<file path="src/rtl/i2c_four_byte_writer_if.sv">
// ---------------------------------------------------------------------------
// i2c_four_byte_writer_if
// Bundles the request, status and dual SCL/SDA bus signals of the
// four-byte I2C writer.
//
//   enable_i   request; a 0->1 edge starts one write transaction
//   lines_i    bus select mask (bit0 = bus 0, bit1 = bus 1)
//   data12_i   bytes 1,2 ([15:8] first)
//   data34_i   bytes 3,4 ([15:8] first)
//   sda_i      sampled SDA pin level per bus (ACK readback)
//   scl_o      SCL per bus, 1 = released, 0 = pull low
//   sda_o      SDA per bus, same encoding
//   busy_o     transaction in progress
//   done_o     one-cycle end-of-transaction pulse
//   ack_err_o  sticky NACK flag for the last transaction
//
// Modport master: the writer engine (it masters the I2C buses).
// Modport slave : the feeding logic / pad side.
// ---------------------------------------------------------------------------
interface i2c_four_byte_writer_if;
   logic        enable_i;
   logic [1:0]  lines_i;
   logic [15:0] data12_i;
   logic [15:0] data34_i;
   logic [1:0]  sda_i;
   logic [1:0]  scl_o;
   logic [1:0]  sda_o;
   logic        busy_o;
   logic        done_o;
   logic        ack_err_o;

   modport master (
      input  enable_i,
      input  lines_i,
      input  data12_i,
      input  data34_i,
      input  sda_i,
      output scl_o,
      output sda_o,
      output busy_o,
      output done_o,
      output ack_err_o
   );

   modport slave (
      output enable_i,
      output lines_i,
      output data12_i,
      output data34_i,
      output sda_i,
      input  scl_o,
      input  sda_o,
      input  busy_o,
      input  done_o,
      input  ack_err_o
   );
endinterface

</file>
<file path="src/rtl/i2c_four_byte_writer.sv">
// ---------------------------------------------------------------------------
// i2c_four_byte_writer
// On a 0->1 edge of enable_i (while idle and with a non-zero bus mask) the
// block latches four bytes and the mask, then emits one I2C write:
// START, 4 x (8 data bits + ACK slot), STOP on every selected bus.
// Unselected buses stay released (scl=1, sda=1).
//
// Ports:
//   clk_i      system clock
//   rst_i      synchronous, active-high reset
//   bus        i2c_four_byte_writer_if.master (request, status, SCL/SDA)
//
// Parameter:
//   QTR_PERIOD clk_i cycles per quarter SCL bit period (2..65535)
// ---------------------------------------------------------------------------
module i2c_four_byte_writer #(
   parameter int unsigned QTR_PERIOD = 30
) (
   input  logic                          clk_i,
   input  logic                          rst_i,
   i2c_four_byte_writer_if.master        bus
);

   typedef enum logic [1:0] {
      ST_IDLE  = 2'd0,
      ST_START = 2'd1,
      ST_BIT   = 2'd2,
      ST_STOP  = 2'd3
   } state_e;

   localparam logic [15:0] QTR_LAST  = 16'(QTR_PERIOD - 1);
   localparam logic [5:0]  SLOT_LAST = 6'd35;

   // Every ninth slot (8, 17, 26, 35) is the ACK slot of a byte.
   function automatic logic is_ack_slot(input logic [5:0] slot);
      return (slot == 6'd8) || (slot == 6'd17) || (slot == 6'd26) || (slot == 6'd35);
   endfunction

   state_e      state_q,   state_d;
   logic        enable_q,  enable_d;
   logic [15:0] qcnt_q,    qcnt_d;
   logic [1:0]  qtr_q,     qtr_d;
   logic [5:0]  slot_q,    slot_d;
   logic [31:0] shift_q,   shift_d;
   logic [1:0]  lines_q,   lines_d;
   logic [1:0]  scl_q,     scl_d;
   logic [1:0]  sda_q,     sda_d;
   logic        busy_q,    busy_d;
   logic        done_q,    done_d;
   logic        ack_err_q, ack_err_d;

   logic        start_s;
   logic        tick_s;
   logic        nack_s;
   logic        scl_bus_s;
   logic        sda_bus_s;

   assign start_s = bus.enable_i & ~enable_q & (state_q == ST_IDLE) & (bus.lines_i != 2'b00);
   assign tick_s  = (state_q != ST_IDLE) && (qcnt_q == QTR_LAST);
   assign nack_s  = |(bus.sda_i & lines_q);

   // State register: all sequential state and the registered outputs.
   always_ff @(posedge clk_i) begin
      if (rst_i) begin
         state_q   <= ST_IDLE;
         enable_q  <= 1'b0;
         qcnt_q    <= 16'd0;
         qtr_q     <= 2'd0;
         slot_q    <= 6'd0;
         shift_q   <= 32'd0;
         lines_q   <= 2'b00;
         scl_q     <= 2'b11;
         sda_q     <= 2'b11;
         busy_q    <= 1'b0;
         done_q    <= 1'b0;
         ack_err_q <= 1'b0;
      end else begin
         state_q   <= state_d;
         enable_q  <= enable_d;
         qcnt_q    <= qcnt_d;
         qtr_q     <= qtr_d;
         slot_q    <= slot_d;
         shift_q   <= shift_d;
         lines_q   <= lines_d;
         scl_q     <= scl_d;
         sda_q     <= sda_d;
         busy_q    <= busy_d;
         done_q    <= done_d;
         ack_err_q <= ack_err_d;
      end
   end

   // Next-state logic: sequencing of START / bit slots / STOP per quarter tick.
   always_comb begin
      state_d   = state_q;
      enable_d  = bus.enable_i;
      qtr_d     = qtr_q;
      slot_d    = slot_q;
      shift_d   = shift_q;
      lines_d   = lines_q;
      ack_err_d = ack_err_q;
      done_d    = 1'b0;

      // Quarter counter only runs while a transaction is active.
      if (state_q == ST_IDLE) begin
         qcnt_d = 16'd0;
      end else if (tick_s) begin
         qcnt_d = 16'd0;
      end else begin
         qcnt_d = qcnt_q + 16'd1;
      end

      case (state_q)
         ST_IDLE: begin
            if (start_s) begin
               state_d   = ST_START;
               qtr_d     = 2'd0;
               slot_d    = 6'd0;
               lines_d   = bus.lines_i;
               shift_d   = {bus.data12_i, bus.data34_i};
               ack_err_d = 1'b0;
            end else begin
               state_d   = ST_IDLE;
            end
         end
         ST_START: begin
            if (tick_s) begin
               if (qtr_q == 2'd3) begin
                  state_d = ST_BIT;
                  qtr_d   = 2'd0;
               end else begin
                  qtr_d   = qtr_q + 2'd1;
               end
            end else begin
               state_d = ST_START;
            end
         end
         ST_BIT: begin
            if (tick_s) begin
               // NACK is judged on the last cycle of Q2 of an ACK slot.
               if ((qtr_q == 2'd2) && is_ack_slot(slot_q) && nack_s) begin
                  ack_err_d = 1'b1;
               end else begin
                  ack_err_d = ack_err_q;
               end
               if (qtr_q == 2'd3) begin
                  qtr_d = 2'd0;
                  // ACK slots carry no data, so the shifter only moves after data slots.
                  if (is_ack_slot(slot_q)) begin
                     shift_d = shift_q;
                  end else begin
                     shift_d = {shift_q[30:0], 1'b0};
                  end
                  if (slot_q == SLOT_LAST) begin
                     state_d = ST_STOP;
                     slot_d  = 6'd0;
                  end else begin
                     slot_d  = slot_q + 6'd1;
                  end
               end else begin
                  qtr_d = qtr_q + 2'd1;
               end
            end else begin
               state_d = ST_BIT;
            end
         end
         ST_STOP: begin
            if (tick_s) begin
               if (qtr_q == 2'd3) begin
                  state_d = ST_IDLE;
                  qtr_d   = 2'd0;
                  done_d  = 1'b1;
               end else begin
                  qtr_d   = qtr_q + 2'd1;
               end
            end else begin
               state_d = ST_STOP;
            end
         end
         default: begin
            state_d = ST_IDLE;
         end
      endcase
   end

   // Output logic: derived from next-state values so the registered pins
   // line up with the state they belong to.
   always_comb begin
      scl_bus_s = 1'b1;
      sda_bus_s = 1'b1;
      case (state_d)
         ST_IDLE: begin
            scl_bus_s = 1'b1;
            sda_bus_s = 1'b1;
         end
         ST_START: begin
            scl_bus_s = 1'b1;
            sda_bus_s = (qtr_d < 2'd2);
         end
         ST_BIT: begin
            scl_bus_s = qtr_d[1];
            sda_bus_s = is_ack_slot(slot_d) ? 1'b1 : shift_d[31];
         end
         ST_STOP: begin
            scl_bus_s = qtr_d[1];
            sda_bus_s = (qtr_d == 2'd3);
         end
         default: begin
            scl_bus_s = 1'b1;
            sda_bus_s = 1'b1;
         end
      endcase
      // Unselected buses are forced to the released level.
      scl_d  = {2{scl_bus_s}} | ~lines_d;
      sda_d  = {2{sda_bus_s}} | ~lines_d;
      busy_d = (state_d != ST_IDLE);
   end

   assign bus.scl_o     = scl_q;
   assign bus.sda_o     = sda_q;
   assign bus.busy_o    = busy_q;
   assign bus.done_o    = done_q;
   assign bus.ack_err_o = ack_err_q;

endmodule

</file>
<file path="src/flat_wrapper.sv">
// flat-port wrapper written by rule: the top's interface ports become plain ports
module i2c_four_byte_writer_flat 
#(
   parameter int unsigned QTR_PERIOD = 30
)
  (clk_i, rst_i, bus_enable_i, bus_lines_i, bus_data12_i, bus_data34_i, bus_sda_i, bus_scl_o, bus_sda_o, bus_busy_o, bus_done_o, bus_ack_err_o);
  i2c_four_byte_writer_if bus_i ();
  input  logic clk_i;
  input  logic rst_i;
  input wire logic [$bits(bus_i.enable_i)-1:0] bus_enable_i;
  input wire logic [$bits(bus_i.lines_i)-1:0] bus_lines_i;
  input wire logic [$bits(bus_i.data12_i)-1:0] bus_data12_i;
  input wire logic [$bits(bus_i.data34_i)-1:0] bus_data34_i;
  input wire logic [$bits(bus_i.sda_i)-1:0] bus_sda_i;
  output wire logic [$bits(bus_i.scl_o)-1:0] bus_scl_o;
  output wire logic [$bits(bus_i.sda_o)-1:0] bus_sda_o;
  output wire logic [$bits(bus_i.busy_o)-1:0] bus_busy_o;
  output wire logic [$bits(bus_i.done_o)-1:0] bus_done_o;
  output wire logic [$bits(bus_i.ack_err_o)-1:0] bus_ack_err_o;
  assign bus_i.enable_i = bus_enable_i;
  assign bus_i.lines_i = bus_lines_i;
  assign bus_i.data12_i = bus_data12_i;
  assign bus_i.data34_i = bus_data34_i;
  assign bus_i.sda_i = bus_sda_i;
  assign bus_scl_o = bus_i.scl_o;
  assign bus_sda_o = bus_i.sda_o;
  assign bus_busy_o = bus_i.busy_o;
  assign bus_done_o = bus_i.done_o;
  assign bus_ack_err_o = bus_i.ack_err_o;
  i2c_four_byte_writer #(.QTR_PERIOD(QTR_PERIOD)) u_core (.clk_i(clk_i), .rst_i(rst_i), .bus(bus_i));
endmodule
</file>
<file path="config.mk">
export PLATFORM = sky130hd
export DESIGN_NAME = i2c_four_byte_writer_flat
export DESIGN_NICKNAME = d
export VERILOG_FILES = /design/src/rtl/i2c_four_byte_writer_if.sv /design/src/rtl/i2c_four_byte_writer.sv /design/src/flat_wrapper.sv
export SDC_FILE = /design/constraint.sdc
export NUM_CORES = 1
export LEC_CHECK = 0
export BUFFER_PORTS_ARGS = -buffer_cell sky130_fd_sc_hd__buf_2
export CORE_ASPECT_RATIO = 0.5
export CORE_UTILIZATION = 51
export DETAILED_ROUTE_END_ITERATION = 16
export PLACE_DENSITY = 0.85
export SYNTH_ARGS = -nofsm -noshare
export SYNTH_HDL_FRONTEND = slang
export SYNTH_SLANG_ARGS = --single-unit
</file>
<file path="constraint.sdc">
create_clock -name clk_i -period 2.05 [get_ports clk_i]
set_input_delay 0.1025 -clock clk_i [delete_from_list [all_inputs] [get_ports clk_i]]
set_output_delay 0.1025 -clock clk_i [all_outputs]
set_load 0.02 [all_outputs]
</file>
# == Word level (Yosys, flattened, before mapping) ==
# Index checks and enable logic that the tools add are counted.
# word_totals
reg_bits,68
out_inout_bits,7
# classes
n_addsub,3
eq_ne,23
mux,33
reduce_logical,23
bitwise,10
magnitude_cmp,1
# op_table
cell,count
$mux W32,4
$pmux W32 S2,1
$eq A6 B5 Y1 const B,4
$mux W2,12
$mux W6,4
$add A16 B1 Y16 const B,1
$eq A16 B5 Y1 const B,1
$eq A2 B2 Y1 const B,7
$eq A6 B4 Y1 const B,2
$eq A6 B6 Y1 const B,2
$pmux W6 S2,1
$reduce_or A3 Y1,3
$ne A2 B1 Y1 const B,4
$pmux W2 S4,1
$reduce_bool A2 Y1,4
$add A6 B1 Y6 const B,1
$logic_or A1 B1 Y1,6
$mux W1,6
$reduce_or A2 Y1,3
$reduce_and A5 Y1,1
$eq A2 B1 Y1 const B,2
$logic_not A2 Y1,2
$or A2 B2 Y2,2
$pmux W1 S2,2
other kinds (11),17

# == Longest topological paths before layout ==
# depth
depth_word,13
mapped_depth,11
depth_no_buf,10

# == Least setup slack after synthesis ==
# No wires, ideal clock.
# synth_timing
path_type,reg-to-reg
from,register u_core.qcnt_q[0]
to,register u_core.sda_q[0] (netlist: u_core.bus.sda_o[0])
setup_ps,77
stages_incl_launch_ff,10
t_arrival_ps,2089
n_path_buf,0
synth_period_minus_slack_ps,2166
required_ps,1973
setup_slack_ps,-116
cell_sequence,dfxtp_1 > ha_1 > nor3b_2 > nand4_4 > nor4_4 > mux2i_1 > or3_1 > a21oi_2 > o21ai_2 > a41oi_2
# synth_via
elab_chain_cells,11
word_cells_on_any_way,28
# synth_rtl
item,line,source
from (decl),i2c_four_byte_writer.sv:41,"logic [15:0] qcnt_q, qcnt_d;"
from (signal assigned),i2c_four_byte_writer.sv:80,qcnt_q <= qcnt_d;
$eq A16 B5 Y1 *,i2c_four_byte_writer.sv:59,assign tick_s = (state_q != ST_IDLE) && (qcnt_q == QTR_LAST);
$logic_and A1 B1 Y1 *,i2c_four_byte_writer.sv:59,
$mux W6,i2c_four_byte_writer.sv:139,if (tick_s) begin
$pmux W6 S2,i2c_four_byte_writer.sv:113,case (state_q)
$eq A6 B4 Y1 or $eq A6 B5 Y1 (tied branches),i2c_four_byte_writer.sv:36,return (slot == 6'd8) || (slot == 6'd17) || (slot == 6'd26) || (slot == 6'd35);
$logic_or A1 B1 Y1 (3 in series),i2c_four_byte_writer.sv:36,
$mux W1,i2c_four_byte_writer.sv:202,sda_bus_s = is_ack_slot(slot_d) ? 1'b1 : shift_d[31];
$pmux W1 S4 *,i2c_four_byte_writer.sv:191,case (state_d)
$or A2 B2 Y2 *,i2c_four_byte_writer.sv:215,sda_d = {2{sda_bus_s}} | ~lines_d;
to (signal assigned),i2c_four_byte_writer.sv:73,sda_q <= 2'b11;
to (signal assigned),i2c_four_byte_writer.sv:86,sda_q <= sda_d;
to (decl),i2c_four_byte_writer.sv:47,"logic [1:0] sda_q, sda_d;"
# Mark *: on every way between the ends. The rest lies on a longest branch, timed or not. The select of a mux whose other input is x is not followed.
# A chain may end at the register's enable or synchronous reset.

# == Worst setup path in the final report ==
# layout_timing
from,register u_core.qcnt_q[12]
to,register u_core.shift_q[1]
# layout_via
elab_chain_cells,4
# layout_rtl
item,line,source
$eq A16 B5 Y1,i2c_four_byte_writer.sv:59,
$logic_and A1 B1 Y1,i2c_four_byte_writer.sv:59,
$ne A2 B1 Y1 (no line),n/a,
$reduce_and A5 Y1 (no line),n/a,
to (signal assigned),i2c_four_byte_writer.sv:83,shift_q <= shift_d;
to (decl),i2c_four_byte_writer.sv:44,"logic [31:0] shift_q, shift_d;"
# Every way passes these cells.

==> qor.yml <==
power_leakage_nw: 1.87
whs_path_depth: 3
cts_sinks: 68
rsz0062_at_grt: "yes"
wl_um: 11600
worst_slew_pin_slew_ns: 0.528
max_freq_mhz: 417
path_cells: "nor4b_4 > buf_4 > and4_4 > and2_4 > buf_6 > buf_6 > nand2_4 > nor2_4 > buf_4 > buf_8 > a22oi_1 > a21oi_2"
crit_type: "reg -> reg"
synth.distinct_cells: 47
netlist_area_um2: 3130
final_nets: 523
gr-total-overflow: 0
clock_latency_ns: 0.35
cp_slowest_cell: "dfxtp_4"
max_stage_delay_ns: 0.35
drt_iter0_drc: 406
syn_nets: 406
ys.flop_type: "dfxtp_1"
place.gp.congestion: 0.896
grt_util_all_layers: 0.283
worstHoldStart: "bus_data34_i[7]"
area_growth_pct: 48.9
wl_per_cell_um: 21.0
avgSynthCellArea_um2: 8.71
vias: 3547
drive_above_1_share: 0.426
grt_pass1_vias: 3088
drtPass1Iterations: 6
r2r_setup_slack_ns: -0.35
timing.rr.start: "u_core.qcnt_q[12]$_SDFF_PP0_"
viasPerCell: 6.40
hold_path_end: "u_core.shift_q[7]$_SDFFE_PP0P_"
finalSetupViolations: 35
htree_levels: 3
yosys_warnings: 0
ir_drop_mv: 0.955
path_max_fanout: 8
dp_slack_ns: -0.218
cp.required_ns: 2.30
die_h_um: 57.4
crit_family: "simple AND/OR/NAND/NOR gates"
rows: 19
grt_max_degree: 44
critPathBufInv: 5
placed_cell_area_um2: 3890
grt_antenna_before_repair: 0
port_buffers: 45
route.detailed.drc: 0
grt_pass1_wl_um: 14100
cts_tree: "built"
pin_count: 46
r2r_end: "u_core.shift_q[1]$_SDFFE_PP0P_"
final_antenna_net_count: 0
r2r_cells: 12
hold_path.class: "in -> reg"
startpoint_type: "register"
power.density_nw_per_um2: 715
initial_core_util: 0.551
slew_violations: 0
antennaDiodeCount: 0
dieArea_um2: 6470
max-slew-margin-rel: 0.648
cts.reportedPaths.clkPinSlew_ns: 0.06
postLayoutCellArea_um2: 4660
core_um2: 5680
worst_slack_ns: -0.345
synthArstFlopShare: 0
layout_min_cycle_time_ns: 2.40
place_hpwl_um: 5700
die_w_um: 113
maxCapViolations: 0
cts_buffers: 9
cts_root_buf: "clkbuf_16"
hold_viol_final: 0
end_kind: "register"
fin_worst_skew_ns: 0.00967
clock_path_buffers: 2
status: "complete, but fails checks"
postSynthCellCount: 359
ys_seq_area_frac: 0.435
violations: "negative setup slack"
finalCritPeriodShare: 1.17
synth_edf_count: 0
fin_util: 0.820
critPathArrivalTime_ns: 2.65
ys_seq_elements: 68
## worst min-delay path, cell delays in order
cell,delay [ns]
buf_2,0.08
a222oi_1,0.07
nor2_1,0.08
## cell type report
cell class	instances	area, µm²
repair buffers	127	975
multi-input cells	262	1890
fillers	264	1020
inverters	8	30.0
flip-flops and latches	68	1380
clock inverters	7	75.1
well taps	73	91.3
clock buffers	9	225
## synth_stat cells, types with 2 or more instances
| cell type | instances | area (µm²) |
|---|---|---|
| dfxtp_1 | 68 | 1360 |
| nor2_1 | 48 | 180 |
| nand2_1 | 44 | 165 |
| a21oi_1 | 30 | 150 |
| a22oi_1 | 22 | 165 |
| clkbuf_1 | 16 | 60.1 |
| nand3_1 | 11 | 55.1 |
| xor2_1 | 10 | 87.6 |
| a222oi_1 | 9 | 90.1 |
| ha_1 | 8 | 100 |
| inv_1 | 8 | 30.0 |
| and3_1 | 7 | 43.8 |
| buf_2 | 5 | 25.0 |
| mux2i_1 | 5 | 50.1 |
| a31oi_1 | 4 | 25.0 |
| nor2b_1 | 4 | 25.0 |
| nor3_1 | 4 | 20.0 |
| nor4b_1 | 4 | 35.0 |
| o21ai_1 | 4 | 20.0 |
| or3_1 | 4 | 25.0 |
| nand2b_1 | 3 | 18.8 |
| nor3b_1 | 3 | 22.5 |
| o21a_1 | 3 | 22.5 |
| o21ai_0 | 3 | 15.0 |
| or2_2 | 3 | 18.8 |
| xnor2_1 | 3 | 26.3 |
| and2_1 | 2 | 12.5 |
| and4_1 | 2 | 17.5 |
| nand3b_1 | 2 | 15.0 |
| nand4_1 | 2 | 12.5 |
| nor4_4 | 2 | 42.5 |
## worst max-delay path by stage
stage / to / startpoint / cells past startpoint
3_5_place_dp: u_core.shift_q[28]$_SDFFE_PP0P_ / u_core.slot_q[0]$_SDFF_PP0_ / 11
4_1_cts: u_core.bus.sda_o[0]$_SDFF_PP1_ / u_core.qcnt_q[8]$_SDFF_PP0_ / 10
6_report: u_core.shift_q[1]$_SDFFE_PP0P_ / u_core.qcnt_q[12]$_SDFF_PP0_ / 12
3_3_place_gp: u_core.bus.sda_o[1]$_SDFF_PP1_ / u_core.qcnt_q[12]$_SDFF_PP0_ / 9
2_1_floorplan: u_core.bus.sda_o[0]$_SDFF_PP1_ / u_core.qtr_q[0]$_SDFF_PP0_ / 9
5_1_grt: u_core.bus.sda_o[0]$_SDFF_PP1_ / u_core.qcnt_q[12]$_SDFF_PP0_ / 10
## stage by stage
stage	std cells	total power [W]	hold WS [ns]	setup TNS, ns
after global routing	554	0.00339	0.0525	-9.78
after global placement	520	0.00164	0.341	-1.57
final	554	0.00333	0.0239	-6.85
after detailed placement	520	0.00165	0.357	-3.65
after floorplan	359	0.00155	0.203	-0.00105
after CTS	540	0.00323	0.0246	-3.25
## routing by layer
metal	global-route usage	part of all wire	vias up
met5	0	0	-
met4	0.131	0.065	0
met2	0.510	0.48	259
met3	0.0914	0.094	92
met1	0.310	0.37	1673
li1	-	-	1523
## registers in the layout (all words and copies together), names as in the netlist
| signal | cells |
|---|---|
| u_core.state_q | 2 |
| u_core.qcnt_q | 16 |
| u_core.bus.busy_o | 1 |
| u_core.bus.ack_err_o | 1 |
| u_core.lines_q | 2 |
| u_core.shift_q | 32 |
| u_core.bus.sda_o | 2 |
| u_core.qtr_q | 2 |
| u_core.enable_q | 1 |
| u_core.slot_q | 6 |
| u_core.bus.done_o | 1 |
| u_core.bus.scl_o | 2 |
## power by group
part / switching (W) / internal [W] / leakage [nW] / total [W]
combinational: 0.000174 / 0.000151 / 1.17 / 0.000325
sequential: 0.0000395 / 0.00137 / 0.557 / 0.00140
clock: 0.000653 / 0.000948 / 0.138 / 0.00160
## kinds of logic (layout without fill, tap and decap cells)
kind of cell,after synthesis,after routing,share of synthesized area
AND/OR/NAND/NOR,150,150,0.252
multiplexers,6,6,0.0196
flip-flops,68,68,0.435
adder cells (fa/ha/maj),8,8,0.0320
XOR/XNOR,13,13,0.0364
buffers and inverters,29,151,0.0368
AO/OA/AOI/OAI,85,85,0.188
## cells in the final DEF (no fill, tap or decap), drive strengths merged, types with 3 or more instances in the layout
cell type  count
a22oi         22
inv           10
clkbuf        13
nor3           4
o21ai          8
buf          121
clkinvlp       3
mux2i          5
nand2         44
or2            3
dfxtp         68
a31oi          4
o21a           3
a222oi         9
nor4b          5
nor2          48
ha             8
or3            4
nor3b          4
xnor2          3
xor2          10
a21oi         31
nand3         11
nand2b         3
nand4          3
and3           7
nor2b          4
## repair_timing
item / 4_1_cts / 5_1_grt
hold endpoints to repair: 2 / 0
resized for setup: 8 / 60
buffers inserted: 2 / 9
pin swaps: 6 / 27
gates cloned: 0 / 5
hold buffers: 2 / 0
setup endpoints to repair: 37 / 46
Power figures use the tool's default switching activity.
